==> src/rtl/rtc_bus_scheduler.sv <==
// Shared RTC register bus sequencer: per-frame snapshot sweep of 11 registers,
// interleaved user-edit writes, per-transaction timeout and frame-locked blink.
module rtc_bus_scheduler #(
  parameter int TIMEOUT      = 255,
  parameter int BLINK_FRAMES = 30
) (
  input  logic       clk,
  input  logic       reset,
  input  logic       vblank_start,
  input  logic       write_req,
  input  logic [7:0] write_addr,
  input  logic [7:0] write_data,
  output logic       write_done,
  output logic       bus_req,
  output logic       bus_we,
  output logic [7:0] bus_addr,
  output logic [7:0] bus_wdata,
  input  logic [7:0] bus_rdata,
  input  logic       bus_ack,
  output logic       snap_we,
  output logic [3:0] snap_idx,
  output logic [7:0] snap_data,
  output logic       frame_done,
  output logic       blink,
  output logic       timeout_err,
  output logic       overrun_err
);

  localparam int TW = $clog2(TIMEOUT + 1);
  localparam int FW = $clog2(BLINK_FRAMES + 1);

  typedef enum logic [2:0] {IDLE, ARB, RD_REQ, RD_CAP, WR_REQ, WR_DONE, FIN} state_t;

  state_t          state;
  logic [3:0]      idx;
  logic            sweep;
  logic [TW-1:0]   tcnt;
  logic [FW-1:0]   fcnt;

  // Snapshot slot to RTC address: clock/calendar block then timer block.
  function automatic logic [7:0] rd_addr(input logic [3:0] i);
    if (i < 4'd8) return 8'h21 + {4'd0, i};
    else          return 8'h41 + {4'd0, i} - 8'd8;
  endfunction

  always_ff @(posedge clk or posedge reset) begin
    if (reset) begin
      state       <= IDLE;
      idx         <= '0;
      sweep       <= 1'b0;
      tcnt        <= '0;
      fcnt        <= '0;
      write_done  <= 1'b0;
      bus_req     <= 1'b0;
      bus_we      <= 1'b0;
      bus_addr    <= '0;
      bus_wdata   <= '0;
      snap_we     <= 1'b0;
      snap_idx    <= '0;
      snap_data   <= '0;
      frame_done  <= 1'b0;
      blink       <= 1'b0;
      timeout_err <= 1'b0;
      overrun_err <= 1'b0;
    end else begin
      snap_we    <= 1'b0;
      write_done <= 1'b0;
      frame_done <= 1'b0;
      // A new frame arriving mid-sweep is only reported; the sweep carries on.
      if (vblank_start && sweep) overrun_err <= 1'b1;

      case (state)
        IDLE: begin
          if (vblank_start) begin
            state <= ARB;
            idx   <= '0;
            sweep <= 1'b1;
          end else if (write_req) begin
            state     <= WR_REQ;
            sweep     <= 1'b0;
            bus_req   <= 1'b1;
            bus_we    <= 1'b1;
            bus_addr  <= write_addr;
            bus_wdata <= write_data;
            tcnt      <= '0;
          end
        end
        ARB: begin
          if (write_req) begin
            state     <= WR_REQ;
            bus_req   <= 1'b1;
            bus_we    <= 1'b1;
            bus_addr  <= write_addr;
            bus_wdata <= write_data;
            tcnt      <= '0;
          end else if (sweep && idx <= 4'd10) begin
            state    <= RD_REQ;
            bus_req  <= 1'b1;
            bus_we   <= 1'b0;
            bus_addr <= rd_addr(idx);
            tcnt     <= '0;
          end else if (sweep) begin
            state <= FIN;
          end else begin
            state <= IDLE;
          end
        end
        RD_REQ: begin
          if (bus_ack) begin
            bus_req   <= 1'b0;
            snap_we   <= 1'b1;
            snap_idx  <= idx;
            snap_data <= bus_rdata;
            state     <= RD_CAP;
          end else if (tcnt == TW'(TIMEOUT - 1)) begin
            // Abandon this slot; its snapshot keeps the previous frame's value.
            bus_req     <= 1'b0;
            timeout_err <= 1'b1;
            idx         <= idx + 4'd1;
            state       <= ARB;
          end else begin
            tcnt <= tcnt + TW'(1);
          end
        end
        RD_CAP: begin
          idx   <= idx + 4'd1;
          state <= ARB;
        end
        WR_REQ: begin
          if (bus_ack) begin
            bus_req    <= 1'b0;
            write_done <= 1'b1;
            state      <= WR_DONE;
          end else if (tcnt == TW'(TIMEOUT - 1)) begin
            bus_req     <= 1'b0;
            timeout_err <= 1'b1;
            write_done  <= 1'b1;
            state       <= WR_DONE;
          end else begin
            tcnt <= tcnt + TW'(1);
          end
        end
        WR_DONE: state <= ARB;
        FIN: begin
          frame_done <= 1'b1;
          sweep      <= 1'b0;
          if (fcnt == FW'(BLINK_FRAMES - 1)) begin
            fcnt  <= '0;
            blink <= ~blink;
          end else begin
            fcnt <= fcnt + FW'(1);
          end
          state <= ARB;
        end
        default: state <= IDLE;
      endcase
    end
  end

endmodule

==> config.mk <==
export PLATFORM = sky130hd
export DESIGN_NAME = rtc_bus_scheduler
export DESIGN_NICKNAME = d
export VERILOG_FILES = /design/src/rtl/rtc_bus_scheduler.sv
export SDC_FILE = /design/constraint.sdc
export NUM_CORES = 1
export LEC_CHECK = 0
export ABC_AREA = 1
export BUFFER_PORTS_ARGS = -buffer_cell sky130_fd_sc_hd__buf_2
export CORE_MARGIN = 5
export CORE_UTILIZATION = 45
export DETAILED_ROUTE_END_ITERATION = 16
export HOLD_SLACK_MARGIN = 0.02
export PLACE_DENSITY = 0.68
export SLEW_MARGIN = 0
export SYNTH_ARGS = -nofsm -noshare
export SYNTH_HDL_FRONTEND = slang
export SYNTH_SLANG_ARGS = --single-unit
==> constraint.sdc <==
create_clock -name clk -period 2.7 [get_ports clk]
set_input_delay 0.135 -clock clk [delete_from_list [all_inputs] [get_ports clk]]
set_output_delay 0.135 -clock clk [all_outputs]
set_load 0.1 [all_outputs]
==> impl_metrics.json <==
{
  "netlist_top_cells_area": "dfrtp_1 (52%), nand2_1 (20%), o21ai_0 (4.0%), inv_1 (3.7%), nor2_1 (3.7%)",
  "ys_ff_latch": 57,
  "required_ns": 2.93,
  "grt_pass1_wl_um": 10300,
  "ant_nets": 0,
  "path_cells": "inv_1, ha_1, inv_1, nor2_1, nand2_1, nand2_1, a21oi_2, nand2_2, nand2_1, nand2_1",
  "cts_max_path_buffers": 2,
  "num_io_pins": 65,
  "initial_utilization": 0.463,
  "multi_input_area_um2": 1170,
  "fin_nets": 469,
  "wl_per_cell_um": 12.0,
  "hold_violations": 0,
  "grt_pass1_vias": 2292,
  "grt_start_max_net_pins": 28,
  "overflow": 0,
  "drc": 0,
  "cts.clk_slew.worst_paths_ns": 0.06,
  "die_x_um": 88.0,
  "critPathSlowestCell": "dfrtp_1",
  "critPathKind": "register to register",
  "grt_antenna_before_repair": 0,
  "synth_flop_cell": "dfrtp_1",
  "tightest_slew_ns": 0.571,
  "grt_usage": 0.174,
  "slew_headroom": 0.619,
  "syn_inst": 341,
  "routed_via_density": 4.67,
  "dp.final_hpwl_um": 4410,
  "synth_edf_count": 0,
  "place_congestion": 0.865,
  "cp-start-kind": "register",
  "drt_iter0_drc": 173,
  "coreArea_um2": 5920,
  "diodes": 0,
  "skew_ns": 0.00417,
  "die_h_um": 88.0,
  "min_period_ns": 1.77,
  "htreeDepth": 3,
  "synth_top_area_share": 0.521,
  "status": "complete, no violations",
  "max_freq_mhz": 565,
  "area_delta_synth_final_pct": 29.1,
  "rows": 28,
  "yosysSeqAreaShare": 0.521,
  "register_area_um2": 1430,
  "netlist-cell-type-count": 29,
  "drtPass1Iterations": 4,
  "io_buffers": 64,
  "synthArstFlopShare": 1.00,
  "final.setup.tns_ns": 0,
  "syn-mean-instance-area_um2": 8.03,
  "yosys_warnings": 0,
  "setup_viol": 0,
  "fillCellCount": 536,
  "cts_tree": "yes",
  "cp_slowest_stage_delay_ns": 0.39,
  "synth_fp_nets": 376,
  "syn-cell-area_um2": 2740,
  "hp-class": "input port to register",
  "slew_violations": 0,
  "fin_crit_sh": 0.655,
  "end_kind": "register",
  "drt_wl_total_um": 6150,
  "yosysTopAreaCell": "dfrtp_1",
  "die_area_um2": 7750,
  "worstPathArrival_ns": 1.99,
  "drive_above_1_share": 0.216,
  "maxCapViolCount": 0,
  "crit_fanout": 8,
  "postCtsResizedCells": 0,
  "num_vias": 2399,
  "cts_buffers": 9,
  "clk_latency_ns": 0.33,
  "worst_path_most_repeated_cell": "nand2_1",
  "cts_num_sinks": 57,
  "rsz0062_at_grt": "false",
  "root_buffer": "clkbuf_8"
}
cell families after synthesis:
family                     count (synthesis)  synth area share
AOI/OAI and AO/OA                         39            0.0831
xor gates and xnor gates                   7            0.0224
adders and majority gates                  6            0.0274
buffers and inverters                     35            0.0525
DFF                                       57             0.521
muxes                                      1           0.00365
and+or+nand+nor                          196             0.290
cell usage in the layout (no fill, tap or decap), types with 2 or more instances in the layout:
cell type	instances
nand2_1	144
buf_2	64
dfrtp_1	57
nor2_1	27
inv_1	26
o21ai_0	22
dlygate4sd3_1	19
nand3_1	16
clkbuf_8	10
a21oi_1	8
ha_1	6
xor2_1	5
clkinv_2	4
buf_4	4
inv_2	3
o21bai_1	3
o21a_1	2
nor3_1	2
xnor2_1	2
synth_stat cells, types with 3 or more instances:
library cell	number
o21bai_1	3
nand3_1	16
ha_1	6
a21oi_1	8
xor2_1	5
inv_1	27
nor2_1	27
buf_2	4
o21ai_0	22
nand2_1	144
dfrtp_1	57
worst paths after layout:
| kind | start | to | slack [ns] | depth (start not counted) |
|---|---|---|---|---|
| max in group asynchronous | reset | snap_we | 1.65 | 4 |
| hold reg to reg | fcnt[4] | fcnt[4] | 0.46 | 1 |
| setup / recovery | tcnt[0] | tcnt[6] | 0.93 | 10 |
| hold / removal | vblank_start | sweep | 0.15 | 3 |
| setup reg to reg | tcnt[0] | tcnt[6] | 0.93 | 10 |
| min in group asynchronous | reset | bus_addr[7] | 0.41 | 3 |
repair_timing:
action,in CTS,in global routing
setup endpoints to repair,0,0
hold endpoints to repair,43,0
hold buffers,19,0
setup buffers,0,0
area by class of cell:
cell class              instances  share of cell area
repair buffers                 87               0.153
inverters                      30              0.0318
multi-input cells             249               0.330
clock inverters                 6              0.0163
clock buffers                  10              0.0389
well taps                      75              0.0265
flip-flops and latches         57               0.403
critical path: cells and delay by family (launching register included):
family | cells | cell delay, ns
AO/OA/AOI/OAI | 1 | 0.38
buffers and inverters | 2 | 0.15
AND/OR/NAND/NOR | 6 | 0.57
adder cells (fa/ha/maj) | 1 | 0.19
flip-flops | 1 | 0.39
per-layer routing:
| layer | GRT usage | wire length, um |
|---|---|---|
| met2 | 0.259 | 2580 |
| met1 | 0.230 | 2910 |
| met4 | 0.0618 | 108 |
| met5 | 0 | 0 |
| met3 | 0.0687 | 558 |
state kept, by name, indices dropped and copies added, names as in the netlist, 3 cells and up:
| signal | flops |
|---|---|
| idx | 4 |
| snap_data | 8 |
| bus_addr | 8 |
| bus_wdata | 8 |
| fcnt | 5 |
| tcnt | 8 |
| state | 3 |
| snap_idx | 4 |
through the flow:
stage | hold WS, ns | worst slack (ns) | cell area [um2] | std cells | utilization
global route | 0.153 | 0.730 | 3540 | 514 | 0.597
floorplan | 0.252 | 1.17 | 2740 | 341 | -
CTS | 0.136 | 0.935 | 3540 | 514 | 0.597
detailed placement | 0.231 | 0.970 | 3150 | 479 | 0.532
global placement | 0.219 | 0.954 | 3150 | 479 | 0.532
finish | 0.153 | 0.931 | 3540 | 514 | 0.597
Power is not shown: default switching activity piles up to over one toggle a cycle in this logic, so the estimate is an artifact.
